==> config.mk <==
export PLATFORM = sky130hd
export DESIGN_NAME = if1_fetch_ctrl
export DESIGN_NICKNAME = d
export VERILOG_FILES = /design/src/rtl/if1_fetch_ctrl.sv
export SDC_FILE = /design/constraint.sdc
export NUM_CORES = 1
export LEC_CHECK = 0
export ABC_AREA = 1
export CORE_ASPECT_RATIO = 0.9
export CORE_UTILIZATION = 57
export CTS_CLUSTER_DIAMETER = 30
export DETAILED_ROUTE_END_ITERATION = 8
export GPL_TIMING_DRIVEN = 0
export PLACE_DENSITY = 0.86
export SYNTH_ARGS = -nofsm -noshare
export SYNTH_HDL_FRONTEND = slang
export SYNTH_SLANG_ARGS = --single-unit
export TNS_END_PERCENT = 5
==> constraint.sdc <==
create_clock -name clk -period 8.4 [get_ports clk]
set_input_delay 1.26 -clock clk [delete_from_list [all_inputs] [get_ports clk]]
set_output_delay 1.26 -clock clk [all_outputs]
set_load 0.005 [all_outputs]
==> src/rtl/if1_fetch_ctrl.sv <==
`default_nettype none
// +--------------------------------------------------------------------------+
// | Module      : if1_fetch_ctrl                                             |
// | Description : Fetch stage 1. Generates the PC, issues instruction-SRAM   |
// |               requests (valid/ready) and keeps up to MAX_OUTST fetches   |
// |               in an in-order entry queue. Each returned instruction is   |
// |               paired with its PC and presented to IF2 (valid/ready).     |
// |               A branch redirect flushes the queue and discards the       |
// |               responses still owed for the flushed requests.             |
// | Ports       : clk, rst            clock, synchronous active-high reset   |
// |               stall               hold PC, suppress new requests         |
// |               br_bus[32:0]        {br_e, br_addr}                        |
// |               inst_req_*          fetch request (valid/ready/addr)       |
// |               inst_rsp_*          in-order fetch response (valid/data)   |
// |               out_*               {pc, inst} to IF2 (valid/ready)        |
// |               exc_valid, exc_pc   misaligned-target exception (optional) |
// | Options     : define IF1_MISALIGN_EN to enable the misaligned-target     |
// |               exception and the exc_* ports.                             |
// | Revision    : 1.0 - initial release                                      |
// +--------------------------------------------------------------------------+
module if1_fetch_ctrl #(
  parameter logic [31:0] RESET_PC  = 32'h8000_0000,
  parameter int          PC_STEP   = 4,
  parameter int          MAX_OUTST = 2
) (
  input  logic        clk,
  input  logic        rst,
  input  logic        stall,
  input  logic [32:0] br_bus,
  output logic        inst_req_valid,
  input  logic        inst_req_ready,
  output logic [31:0] inst_req_addr,
  input  logic        inst_rsp_valid,
  input  logic [31:0] inst_rsp_data,
  output logic        out_valid,
  input  logic        out_ready,
  output logic [31:0] out_pc,
  output logic [31:0] out_inst
`ifdef IF1_MISALIGN_EN
  ,
  output logic        exc_valid,
  output logic [31:0] exc_pc
`endif
);

  localparam int PW = (MAX_OUTST > 1) ? $clog2(MAX_OUTST) : 1;
  localparam int CW = $clog2(MAX_OUTST + 1);
  // Responses still owed for flushed requests can pile up across repeated
  // redirects while the SRAM is slow, so the drop counter is kept wide.
  localparam int DW = 16;

  logic          br_e;
  logic [31:0]   br_addr;
  logic          halted;

  logic [31:0]   pc_q, pc_d;
  logic [PW-1:0] head_q, head_d, tail_q, tail_d, fill_q, fill_d;
  logic [CW-1:0] count_q, count_d, unfilled_q, unfilled_d;
  logic [DW-1:0] drop_q, drop_d;

  logic [31:0]          qpc_q   [MAX_OUTST];
  logic [31:0]          qinst_q [MAX_OUTST];
  logic [MAX_OUTST-1:0] filled_q;

  logic queue_full, fire, pop, rsp_fill, rsp_drop;

  function automatic logic [PW-1:0] ptr_inc(input logic [PW-1:0] p);
    return (p == PW'(MAX_OUTST - 1)) ? '0 : p + PW'(1);
  endfunction

  assign br_e    = br_bus[32];
  assign br_addr = br_bus[31:0];

  assign queue_full     = (count_q == CW'(MAX_OUTST));
  assign inst_req_valid = !rst && !stall && !br_e && !queue_full && !halted;
  assign inst_req_addr  = pc_q;
  assign fire           = inst_req_valid && inst_req_ready;

  // A response belongs to a flushed request while drop_q is non-zero;
  // otherwise it fills the oldest unfilled entry. A response with neither
  // (e.g. one owed from before reset) is ignored.
  assign rsp_drop = inst_rsp_valid && (drop_q != '0);
  assign rsp_fill = inst_rsp_valid && (drop_q == '0) && (unfilled_q != '0);

  assign out_valid = filled_q[head_q];
  assign out_pc    = qpc_q[head_q];
  assign out_inst  = qinst_q[head_q];
  // The flush wins over a same-cycle pop.
  assign pop       = out_valid && out_ready && !br_e;

  always_comb begin
    pc_d       = pc_q;
    head_d     = head_q;
    tail_d     = tail_q;
    fill_d     = fill_q;
    count_d    = count_q;
    unfilled_d = unfilled_q;
    drop_d     = drop_q;
    if (br_e) begin
      pc_d       = br_addr;
      head_d     = '0;
      tail_d     = '0;
      fill_d     = '0;
      count_d    = '0;
      unfilled_d = '0;
      // Every allocated-but-unfilled entry still owes a response, except
      // the one being filled right now.
      drop_d     = DW'(unfilled_q) - DW'(rsp_fill) + drop_q - DW'(rsp_drop);
    end else begin
      if (fire) begin
        pc_d   = pc_q + 32'(PC_STEP);
        tail_d = ptr_inc(tail_q);
      end
      if (pop)      head_d = ptr_inc(head_q);
      if (rsp_fill) fill_d = ptr_inc(fill_q);
      count_d    = count_q + CW'(fire) - CW'(pop);
      unfilled_d = unfilled_q + CW'(fire) - CW'(rsp_fill);
      drop_d     = drop_q - DW'(rsp_drop);
    end
  end

  always_ff @(posedge clk) begin
    if (rst) begin
      pc_q       <= RESET_PC;
      head_q     <= '0;
      tail_q     <= '0;
      fill_q     <= '0;
      count_q    <= '0;
      unfilled_q <= '0;
      drop_q     <= '0;
    end else begin
      pc_q       <= pc_d;
      head_q     <= head_d;
      tail_q     <= tail_d;
      fill_q     <= fill_d;
      count_q    <= count_d;
      unfilled_q <= unfilled_d;
      drop_q     <= drop_d;
    end
  end

  // Entry storage. Tail, fill and head slots never coincide in one cycle:
  // tail is free, fill is allocated-unfilled and head is filled.
  always_ff @(posedge clk) begin
    if (rst || br_e) begin
      filled_q <= '0;
    end else begin
      if (fire) begin
        qpc_q[tail_q]    <= pc_q;
        filled_q[tail_q] <= 1'b0;
      end
      if (rsp_fill) begin
        qinst_q[fill_q]  <= inst_rsp_data;
        filled_q[fill_q] <= 1'b1;
      end
      if (pop) filled_q[head_q] <= 1'b0;
    end
  end

`ifdef IF1_MISALIGN_EN
  logic        halted_q, halted_d;
  logic [31:0] exc_pc_q, exc_pc_d;

  always_comb begin
    halted_d = halted_q;
    exc_pc_d = exc_pc_q;
    if (br_e) begin
      halted_d = (br_addr[1:0] != 2'b00);
      if (br_addr[1:0] != 2'b00) exc_pc_d = br_addr;
    end
  end

  always_ff @(posedge clk) begin
    if (rst) begin
      halted_q <= 1'b0;
      exc_pc_q <= '0;
    end else begin
      halted_q <= halted_d;
      exc_pc_q <= exc_pc_d;
    end
  end

  assign halted    = halted_q;
  assign exc_valid = halted_q;
  assign exc_pc    = exc_pc_q;
`else
  assign halted = 1'b0;
`endif

endmodule
`default_nettype wire

==> metrics.csv, run 1 <==
stage,metric,value,unit
run_status,status,"complete, no violations",
route,Avg WL per Cell,17.48,µm
grt,pin count of the biggest net entering global routing,33,
floorplan,core area,15660,µm²
critical_path,maximum net fanout on the critical path,13,
sta,f_max,238.1,MHz
placed_design,GPL Wtd Cong,0.9519,
synth,Synthesized Nets,1088,
clock_network,CTS Buf Count,17,
sta,worst slew pin tran,0.9680,ns
grt,initial antenna violation count,0,
placed_design,post-detail-place hpwl,16970,µm
route,total wire length,24160,µm
layout,fill count,1067,
synth,cell taking the most area after synthesis,edfxtp_1,
sta,Max Transition Viols Final,0,
clock_network,CTS Hold Bufs,0,
synth,"Primary FF master, synth",edfxtp_1,
sta,Slew HR,0.3532,
sta,period utilization,0.5001,
clock_network,post-CTS sizing,0,
sta,Final min period,4.200,ns
synth,synthesized area,9291,µm²
critical_path,Worst Path Required,8.76,ns
route,DR DRC count,0,
power,Power per Cell Area,241.9,nW/µm²
clock_network,Max clock buf depth,2,
synth,dominant cells by area after synthesis,"edfxtp_1 41%, dfxtp_1 12%, nand2_1 9.1%",
route,vias per cell,5.520,
power,VDD IR max,300.9,µV
run,maxcap violations,0,
power,total power,2.887,mW
sta,Fin. Hold Viols,0,
sta,RSZ-0062 raised after global routing,false,
synth,Synth Register Bits,186,
floorplan,Die ar.,16820,µm²
clock_network,CTS root buffer,clkbuf_16,
power,P_leak,4.704,nW
layout,Nets,1277,
layout,antenna fix cells,0,
floorplan,Die X,136.6,µm
synth,Post-synth top cells,"225 x nand2_1, 144 x inv_1, 128 x edfxtp_1",
critical_path,CP Launch Type,input port,
synth,post-synthesis cell count,978,
floorplan,Initial Utilization,0.5935,
synth,Post-synth EDFFs,128,
synth,asr flop ratio synth,0,
critical_path,CP Capture Type,flop,
synth,register area share after synthesis,0.5386,
layout,area of the multi-input gates,3650,µm²
route,DRT iter0 DRCs,741,
clock_network,Worst-path clk slew,0.06,ns
floorplan,die height,123.1,µm
synth,post-synth top area share,0.4137,
synth,Cell variety after synth,37,
layout,layout cells sized above 1,0.1068,
clock_network,CTS sink count,186,
clock_network,"Clk Latency, worst-skew pair",0.44,ns
floorplan,row cnt,43,
sta,setup violators final,0,
layout,storage element area,5005,µm²
clock_network,CTS tree,built,
clock_network,H-tree depth,4,
sta,setup total negative slack,0,ns
grt,vias in the first global route,7310,
clock_network,Post-CTS Setup Bufs,0,
synth,synthesized area per cell,9.500,µm²
critical_path,arrival time at the worst endpoint,4.56,ns
synth,most numerous cell in the Yosys netlist,nand2_1,
route,drt first pass iters,6,
layout,Area growth syn-to-layout,28.43,%
grt,Total GRT Usage,0.2953,
route,Vias,7628,
synth,Yosys warning count,0,
hold_path,type of the worst min-delay path,reg -> reg,
grt,Overflow after GRT,0,
placed_design,PortBufs,168,
critical_path,kind of critical path,in -> reg,
sta,Worst Skew,0.01034,ns
grt,global-route wire length before repair,37340,µm
floorplan,I/O pin count,169,
route,ANT nets after route,0,
## through the flow
step           hold slack [ns]  setup slack [ns]  utilization  std cells  instance area, µm²
2_1_floorplan           0.4514             4.803            -        978                9291
3_3_place_gp            0.4641             3.287       0.7170       1348               11230
3_5_place_dp            0.4701             3.900       0.7224       1350               11310
4_1_cts                 0.4846             4.229       0.7622       1382               11930
5_1_grt                 0.5254             3.972       0.7622       1382               11930
6_report                0.4907             4.200       0.7622       1382               11930
## where the power goes
part           total, mW  internal (mW)  leakage [nW]  switching (mW)
clock network      0.855          0.503         0.294           0.352
registers           1.07           1.03          1.62          0.0475
logic              0.960          0.368          2.79           0.591
total               2.89           1.90          4.70           0.991
## cell usage in the layout, fill, tap and decap left out, types with 13 or more instances in the layout
cell type        instances
ha_1                    38
nor2_1                  66
clkdlybuf4s50_1        168
clkbuf_1                13
a21oi_1                 52
inv_1                  144
mux2_2                  64
o21ai_0                 35
nand2_1                225
nor3_1                  17
nand3_1                 55
xor2_1                  15
dfxtp_1                 58
clkbuf_16               17
edfxtp_1               128
## per-layer routing
layer,vias up,track usage,share of wire,wire (µm)
li1,3621,-,-,-
met1,3586,0.3817,0.41,9809
met2,356,0.4832,0.49,11810
met3,65,0.05453,0.077,1857
met4,0,0.1368,0.028,673
met5,-,0,0,0
## path summary, 6_finish.rpt
check,startpoint,endpoint,slack [ns],depth (start not counted)
min,filled_q[0]$_SDFF_PP0_,filled_q[0]$_SDFF_PP0_,0.49,2
max,inst_rsp_valid,drop_q[12]$_SDFF_PP0_,4.20,17
max reg2reg,drop_q[7]$_SDFF_PP0_,drop_q[12]$_SDFF_PP0_,4.63,19
min reg2reg,filled_q[0]$_SDFF_PP0_,filled_q[0]$_SDFF_PP0_,0.49,2
## state kept, by name, indices dropped and copies added (netlist names), named ones only
signal         count
unfilled_q         2
inst_req_addr     32
head_q             1
drop_q            16
qinst_q           64
tail_q             1
fill_q             1
qpc_q             64
filled_q           2
count_q            2
## logic make-up after synthesis
group / count (synthesis) / synth area share
fa+ha+maj: 39 / 0.05333
flops: 186 / 0.5386
compound gates: 105 / 0.05912
buf+inv: 169 / 0.07177
simple gates: 394 / 0.1798
mux: 64 / 0.07757
xor+xnor: 21 / 0.01980
## layout make-up
type	instances	area share
buffer	22	0.009542
clock buffer	20	0.03659
multi-input combinational	623	0.3059
sequential	186	0.4194
clock inverter	12	0.01552
timing repair buffer	170	0.1455
inverter	147	0.04635
tap	202	0.02118
## critical path, cell delays in order
cell and delay, ns:
clkdlybuf4s50_1 0.45, inv_1 0.07, nor2_1 0.18, nand2_1 0.15
nor2_1 0.17, ha_1 0.26, inv_1 0.27, ha_1 0.38
inv_1 0.04, ha_1 0.33, or2_2 0.30, and2_1 0.20
nand3_1 0.10, nand3_1 0.08, nand2_1 0.06, nand3_1 0.10
a21oi_1 0.15
(Power assumes the default switching activity.)
==> run 2, diff against run 1 <==
--- a/config.mk
+++ b/config.mk
@@ -7,11 +7,11 @@
 export LEC_CHECK = 0
 export ABC_AREA = 1
 export CORE_ASPECT_RATIO = 0.9
-export CORE_UTILIZATION = 57
+export CORE_UTILIZATION = 53
 export CTS_CLUSTER_DIAMETER = 30
 export DETAILED_ROUTE_END_ITERATION = 8
 export GPL_TIMING_DRIVEN = 0
-export PLACE_DENSITY = 0.86
+export PLACE_DENSITY = 0.81
 export SYNTH_ARGS = -nofsm -noshare
 export SYNTH_HDL_FRONTEND = slang
 export SYNTH_SLANG_ARGS = --single-unit
==> constraint.sdc (replaced) <==
create_clock -name clk -period 4.28 [get_ports clk]
set_input_delay 0.642 -clock clk [delete_from_list [all_inputs] [get_ports clk]]
set_output_delay 0.642 -clock clk [all_outputs]
set_load 0.005 [all_outputs]
==> metrics.csv, run 2 (synthesized netlist as in run 1, its figures left out) <==
stage,metric,value,unit,change
sta,f_max,276.6,MHz,
critical_path,arrival time at the worst endpoint,3.97,ns,was 4.56 ns
grt,Overflow after GRT,0,,unchanged
power,VDD IR max,546.5,µV,was 300.9 µV
route,Vias,7419,,"was 7,628"
placed_design,pre-CTS setup slack,0.3571,ns,was 3.900 ns
sta,Fin. Hold Viols,0,,unchanged
route,total wire length,23290,µm,"was 24,160 µm"
sta,Slew HR,0.3477,,was 0.3532
sta,Max Transition Viols Final,0,,unchanged
route,DR DRC count,0,,unchanged
route,vias per cell,5.239,,was 5.520
critical_path,CP Launch Type,flop,,was input port
grt,initial antenna violation count,0,,unchanged
power,net switching power,1.946,mW,was 0.9907 mW
clock_network,CTS tree,built,,unchanged
clock_network,CTS sink count,186,,unchanged
route,Avg WL per Cell,16.45,µm,was 17.48 µm
power,P_leak,4.702,nW,was 4.704 nW
power,Comb pwr share,0.337,,was 0.332
grt,Total GRT Usage,0.2634,,was 0.2953
power,cell internal pwr,3.559,mW,was 1.896 mW
route,DRT iter0 DRCs,528,,was 741
layout,"most common cell after layout, fill and taps aside",nand2_1,,unchanged
layout,Final Non-Filler Cells,1416,,"was 1,382"
clock_network,Post-CTS Setup Bufs,0,,unchanged
power,Sw Ratio,0.3535,,was 0.3432
placed_design,GPL Wtd Cong,0.9070,,was 0.9519
sta,Final min period,3.616,ns,
placed_design,post-detail-place hpwl,17060,µm,"was 16,970 µm"
clock_network,H-tree depth,4,,unchanged
floorplan,die height,127.6,µm,was 123.1 µm
critical_path,CP Capture Type,flop,,unchanged
placed_design,Post-Place Cells,1384,,"was 1,350"
run_status,status,"complete, no violations",,unchanged
sta,Worst Skew,0.01326,ns,was 0.01034 ns
sta,period utilization,0.8449,,
grt,vias in the first global route,7133,,"was 7,310"
run,maxcap violations,0,,unchanged
power,Flop pwr share,0.382,,was 0.372
critical_path,kind of critical path,reg -> reg,,was in -> reg
critical_path,CP cell instances,nor2_1 -> nand2_1 -> nor2_1 -> nand2_1 -> nor2_1 -> nand2_1 -> nor2_1 -> ha_1 -> inv_1 -> ha_1 -> inv_1 -> ha_1 -> or2_2 -> nand3b_1 -> nand2_1 -> nand2_1 -> nand2_1 -> nand2_1 -> nand3_1 -> a21oi_1,,was clkdlybuf4s50_1 -> inv_1 -> nor2_1 -> nand2_1 -> nor2_1 -> ha_1 -> inv_1 -> ha_1 -> inv_1 -> ha_1 -> or2_2 -> and2_1 -> nand3_1 -> nand3_1 -> nand2_1 -> nand3_1 -> a21oi_1
critical_path,maximum net fanout on the critical path,13,,unchanged
floorplan,Initial Utilization,0.5464,,was 0.5935
sta,final worst setup slack,0.6640,ns,was 4.200 ns
floorplan,Die ar.,18070,µm²,"was 16,820 µm²"
layout,most frequent cells in the layout,"225 x nand2_1, 168 x clkdlybuf4s50_1, 144 x inv_1",,unchanged
clock_network,CTS Buf Count,17,,unchanged
floorplan,row cnt,45,,was 43
grt,global-route wire length before repair,35980,µm,"was 37,340 µm"
power,Power per Cell Area,460.2,nW/µm²,was 241.9 nW/µm²
critical_path,Top delay family on crit path,simple AND/OR/NAND/NOR gates,,unchanged
clock_network,CTS root buffer,clkbuf_16,,unchanged
layout,fill count,1269,,"was 1,067"
critical_path,CP max stage delay,0.37,ns,was 0.45 ns
clock_network,Worst-path clk slew,0.08,ns,was 0.06 ns
power,total power,5.505,mW,was 2.887 mW
route,drt first pass iters,5,,was 6
layout,layout cells sized above 1,0.1092,,was 0.1068
route,ANT nets after route,0,,unchanged
floorplan,Die X,141.6,µm,was 136.6 µm
clock_network,Max clock buf depth,2,,unchanged
sta,setup violators final,0,,unchanged
clock_network,post-CTS sizing,0,,unchanged
critical_path,CP max-delay cell,ha_1,,was clkdlybuf4s50_1
power,part of the power in the clock network,0.282,,was 0.296
placed_design,PortBufs,168,,unchanged
clock_network,CTS Hold Bufs,0,,unchanged
floorplan,I/O pin count,169,,unchanged
sta,worst slew pin tran,0.9761,ns,was 0.9680 ns
clock_network,"Clk Latency, worst-skew pair",0.44,ns,about the same
critical_path,Worst Path Required,4.64,ns,was 8.76 ns
grt,pin count of the biggest net entering global routing,33,,unchanged
critical_path,CP Buf/Inv Count,2,,was 4
layout,Nets,1278,,"was 1,277"
critical_path,CP dominant cell by count,nand2_1,,
layout,antenna fix cells,0,,unchanged
layout,Area growth syn-to-layout,28.75,%,was 28.43%
hold_path,type of the worst min-delay path,reg -> reg,,unchanged
floorplan,core area,17000,µm²,"was 15,660 µm²"
sta,RSZ-0062 raised after global routing,false,,unchanged
## run 2: cell type report
cell class / count / area, µm² / share of cell area
Clock buffer: 17 / 425.4 / 0.03556
Timing Repair Buffer: 171 / 1764 / 0.1475
Multi-Input combinational cell: 623 / 3650 / 0.3051
Buffer: 22 / 113.9 / 0.009518
Inverter: 147 / 553.0 / 0.04623
Clock inverter: 15 / 157.7 / 0.01318
Sequential cell: 186 / 5005 / 0.4184
Tap cell: 235 / 294.0 / 0.02458
## run 2: metrics by stage
| step | setup TNS [ns] | area, µm² | utilization | hold slack, ns |
|---|---|---|---|---|
| after floorplan | 0 | 9291 | - | 0.4514 |
| after global placement | -15.10 | 11270 | 0.6626 | 0.4674 |
| after detailed placement | 0 | 11380 | 0.6692 | 0.4861 |
| after CTS | 0 | 11960 | 0.7035 | 0.4941 |
| after global routing | 0 | 11960 | 0.7035 | 0.5158 |
| final | 0 | 11960 | 0.7035 | 0.4983 |
## run 2: path summary, 6_finish.rpt
| path | startpoint | end | slack (ns) | cells after the start |
|---|---|---|---|---|
| max reg2reg | drop_q[7]$_SDFF_PP0_ | drop_q[14]$_SDFF_PP0_ | 0.66 | 20 |
| min reg2reg | filled_q[1]$_SDFF_PP0_ | filled_q[1]$_SDFF_PP0_ | 0.50 | 2 |
| min | filled_q[1]$_SDFF_PP0_ | filled_q[1]$_SDFF_PP0_ | 0.50 | 2 |
| max | drop_q[7]$_SDFF_PP0_ | drop_q[14]$_SDFF_PP0_ | 0.66 | 20 |
## run 2: power by group through the flow
stage	logic (mW)	clock network, mW	registers [mW]
after global routing	2.14	1.64	2.11
after detailed placement	1.83	0	2.14
after global placement	1.78	0	2.13
after CTS	1.84	1.57	2.10
after floorplan	1.38	0	2.11
final	1.85	1.55	2.10
## run 2: tightest hold or removal path, cell delays in order (launching register included)
cell and delay (ns):
dfxtp_1 0.32, o21ai_0 0.07, a21oi_1 0.07
## run 2: metal layers
layer / GRT usage / wire length, µm / part of all wire / vias up
li1: - / - / - / 3639
met1: 0.3518 / 10030 / 0.43 / 3472
met2: 0.4367 / 11230 / 0.48 / 274
met3: 0.04235 / 1578 / 0.068 / 34
met4: 0.09235 / 451 / 0.019 / 0
met5: 0 / 0 / 0 / -
==> run 3, diff against run 2 <==
==> constraint.sdc (replaced) <==
create_clock -name clk -period 3.7 [get_ports clk]
set_input_delay 0.555 -clock clk [delete_from_list [all_inputs] [get_ports clk]]
set_output_delay 0.555 -clock clk [all_outputs]
set_load 0.005 [all_outputs]
==> metrics.csv, run 3 (synthesized netlist as in run 1, its figures left out) <==
stage,metric,value,unit,change
run_status,status,"complete, no violations",,unchanged
clock_network,CTS Hold Bufs,0,,unchanged
route,Vias,7444,,"was 7,419"
hold_path,type of the worst min-delay path,reg -> reg,,unchanged
floorplan,die height,127.6,µm,unchanged
layout,Nets,1281,,"was 1,278"
sta,final worst setup slack,0.2221,ns,was 0.6640 ns
layout,Area growth syn-to-layout,29.11,%,was 28.75%
route,drt first pass iters,5,,unchanged
critical_path,arrival time at the worst endpoint,3.83,ns,was 3.97 ns
floorplan,Die X,141.6,µm,unchanged
layout,most frequent cells in the layout,"225 x nand2_1, 168 x clkdlybuf4s50_1, 142 x inv_1",,"was 225 x nand2_1, 168 x clkdlybuf4s50_1, 144 x inv_1"
grt,initial antenna violation count,0,,unchanged
clock_network,H-tree depth,4,,unchanged
critical_path,Worst Path Required,4.05,ns,was 4.64 ns
clock_network,"Clk Latency, worst-skew pair",0.44,ns,about the same
sta,WHS,0.4987,ns,was 0.4983 ns
hold_path,Worst Hold Launch,filled_q[1]$_SDFF_PP0_,,unchanged
critical_path,CP max stage delay,0.35,ns,was 0.37 ns
critical_path,CP Launch Type,flop,,unchanged
critical_path,Setup crit end,drop_q[13]$_SDFF_PP0_,,was drop_q[14]$_SDFF_PP0_
floorplan,I/O pin count,169,,unchanged
route,total wire length,23340,µm,"was 23,290 µm"
critical_path,maximum net fanout on the critical path,8,,was 13
clock_network,CTS sink count,186,,unchanged
critical_path,CP max-delay cell,dfxtp_1,,was ha_1
placed_design,PortBufs,168,,unchanged
sta,period utilization,0.9400,,was 0.8449
placed_design,post-detail-place hpwl,17060,µm,unchanged
sta,Final min period,3.478,ns,was 3.616 ns
critical_path,origin of the critical flop-to-flop path,drop_q[7]$_SDFF_PP0_,,unchanged
sta,f_max,287.5,MHz,was 276.6 MHz
floorplan,Die ar.,18070,µm²,unchanged
sta,Worst Skew,0.01243,ns,was 0.01326 ns
power,P_leak,4.715,nW,was 4.702 nW
clock_network,CTS Buf Count,17,,unchanged
critical_path,Crit. Startpoint,drop_q[7]$_SDFF_PP0_,,unchanged
grt,Overflow after GRT,0,,unchanged
floorplan,row cnt,45,,unchanged
critical_path,r2r setup slk,0.22,ns,was 0.66 ns
sta,Fin. Hold Viols,0,,unchanged
grt,pin count of the biggest net entering global routing,33,,unchanged
layout,Final Non-Filler Cells,1419,,"was 1,416"
sta,Slew HR,0.3433,,was 0.3477
placed_design,GPL Wtd Cong,0.9070,,unchanged
route,Avg WL per Cell,16.45,µm,about the same
run,maxcap violations,0,,unchanged
power,VDD IR max,628.3,µV,was 546.5 µV
route,vias per cell,5.246,,was 5.239
floorplan,Initial Utilization,0.5464,,unchanged
layout,layout cells sized above 1,0.1157,,was 0.1092
layout,antenna fix cells,0,,unchanged
placed_design,pre-CTS setup slack,-0.1359,ns,was 0.3571 ns
clock_network,CTS tree,built,,unchanged
critical_path,RR Endpoint,drop_q[13]$_SDFF_PP0_,,was drop_q[14]$_SDFF_PP0_
power,Power per Cell Area,532.1,nW/µm²,was 460.2 nW/µm²
grt,vias in the first global route,7133,,unchanged
clock_network,Max clock buf depth,2,,unchanged
critical_path,kind of critical path,reg -> reg,,unchanged
sta,Max Transition Viols Final,0,,unchanged
route,ANT nets after route,0,,unchanged
layout,"most common cell after layout, fill and taps aside",nand2_1,,unchanged
clock_network,CTS root buffer,clkbuf_16,,unchanged
route,DRT iter0 DRCs,523,,was 528
sta,setup violators final,0,,unchanged
critical_path,CP Capture Type,flop,,unchanged
sta,worst slew pin tran,0.9827,ns,was 0.9761 ns
grt,Total GRT Usage,0.2634,,unchanged
floorplan,core area,17000,µm²,unchanged
critical_path,CP dominant cell by count,nand2_1,,unchanged
critical_path,R2R depth,22,,was 20
critical_path,CP cell instances,nor2_2 -> nand2_1 -> nor2_1 -> nand2_1 -> nor2_1 -> nand2_1 -> nor2_1 -> ha_2 -> clkinvlp_4 -> buf_4 -> ha_1 -> inv_1 -> ha_1 -> nand2_1 -> inv_1 -> nand2_1 -> nand2_1 -> a21oi_1 -> nand2_1 -> nand2_1 -> nand3_1 -> a21oi_1,,was nor2_1 -> nand2_1 -> nor2_1 -> nand2_1 -> nor2_1 -> nand2_1 -> nor2_1 -> ha_1 -> inv_1 -> ha_1 -> inv_1 -> ha_1 -> or2_2 -> nand3b_1 -> nand2_1 -> nand2_1 -> nand2_1 -> nand2_1 -> nand3_1 -> a21oi_1
grt,global-route wire length before repair,35980,µm,unchanged
route,DR DRC count,0,,unchanged
placed_design,Post-Place Cells,1384,,unchanged
clock_network,Worst-path clk slew,0.08,ns,about the same
[run 3: cell types whose count changed in the layout (fill, tap and decap cells not counted), sizes merged]
cell / before / now
buf: 15 / 18
clkinvlp: 2 / 3
inv: 153 / 152
[run 3: worst min-delay path by stage]
| stage | end | slack, ns | cells after the start |
|---|---|---|---|
| global placement | fill_q$_SDFFE_PP0P_ | 0.47 | 2 |
| CTS | filled_q[1]$_SDFF_PP0_ | 0.49 | 2 |
| finish | filled_q[1]$_SDFF_PP0_ | 0.50 | 2 |
| global route | filled_q[1]$_SDFF_PP0_ | 0.52 | 2 |
| detailed placement | filled_q[1]$_SDFF_PP0_ | 0.49 | 2 |
| floorplan | filled_q[0]$_SDFF_PP0_ | 0.45 | 2 |
[run 3: what timing repair did]
| item | 4_1_cts | 5_1_grt |
|---|---|---|
| setup buffers | 0 | 3 |
| endpoints found under the setup margin | 0 | 12 |
| resized for setup | 0 | 5 |
[run 3: report_power, final]
group          switching, mW  internal (mW)
Sequential             0.108           2.33
Clock                  0.845          0.953
Combinational           1.31          0.840
[run 3: metrics by stage]
| stage | util | total power, mW | instance area (µm²) | setup TNS, ns |
|---|---|---|---|---|
| 6_report | 0.7055 | 6.383 | 12000 | 0 |
| 5_1_grt | 0.7055 | 6.814 | 12000 | -0.006769 |
| 4_1_cts | 0.7035 | 6.370 | 11960 | 0 |
| 3_5_place_dp | 0.6692 | 4.586 | 11380 | -0.6911 |
| 3_3_place_gp | 0.6626 | 4.522 | 11270 | -78.93 |
| 2_1_floorplan | - | 4.039 | 9291 | 0 |
[run 3: cell type report]
class / count / area (µm²)
buffer: 22 / 113.9
clock buffer: 17 / 425.4
fill: 1267 / 5007
timing repair buffer: 174 / 1787
inverter: 147 / 556.8
multi-input combinational: 623 / 3657
sequential: 186 / 5005
clock inverter: 15 / 157.7
tap: 235 / 294.0
[run 3: per-layer routing]
| layer | part of all wire | global-route usage | vias up |
|---|---|---|---|
| met5 | 0 | 0 | - |
| met4 | 0.020 | 0.09235 | 0 |
| met3 | 0.064 | 0.04235 | 40 |
| met2 | 0.48 | 0.4367 | 262 |
| met1 | 0.44 | 0.3518 | 3496 |
| li1 | - | - | 3646 |
[run 3: critical path, delay by kind of cell (launching register included)]
kind,cells,cell delay [ns]
simple gates,13,1.42
buf+inv,4,0.44
fa+ha+maj,3,0.87
flops,1,0.35
compound gates,2,0.31
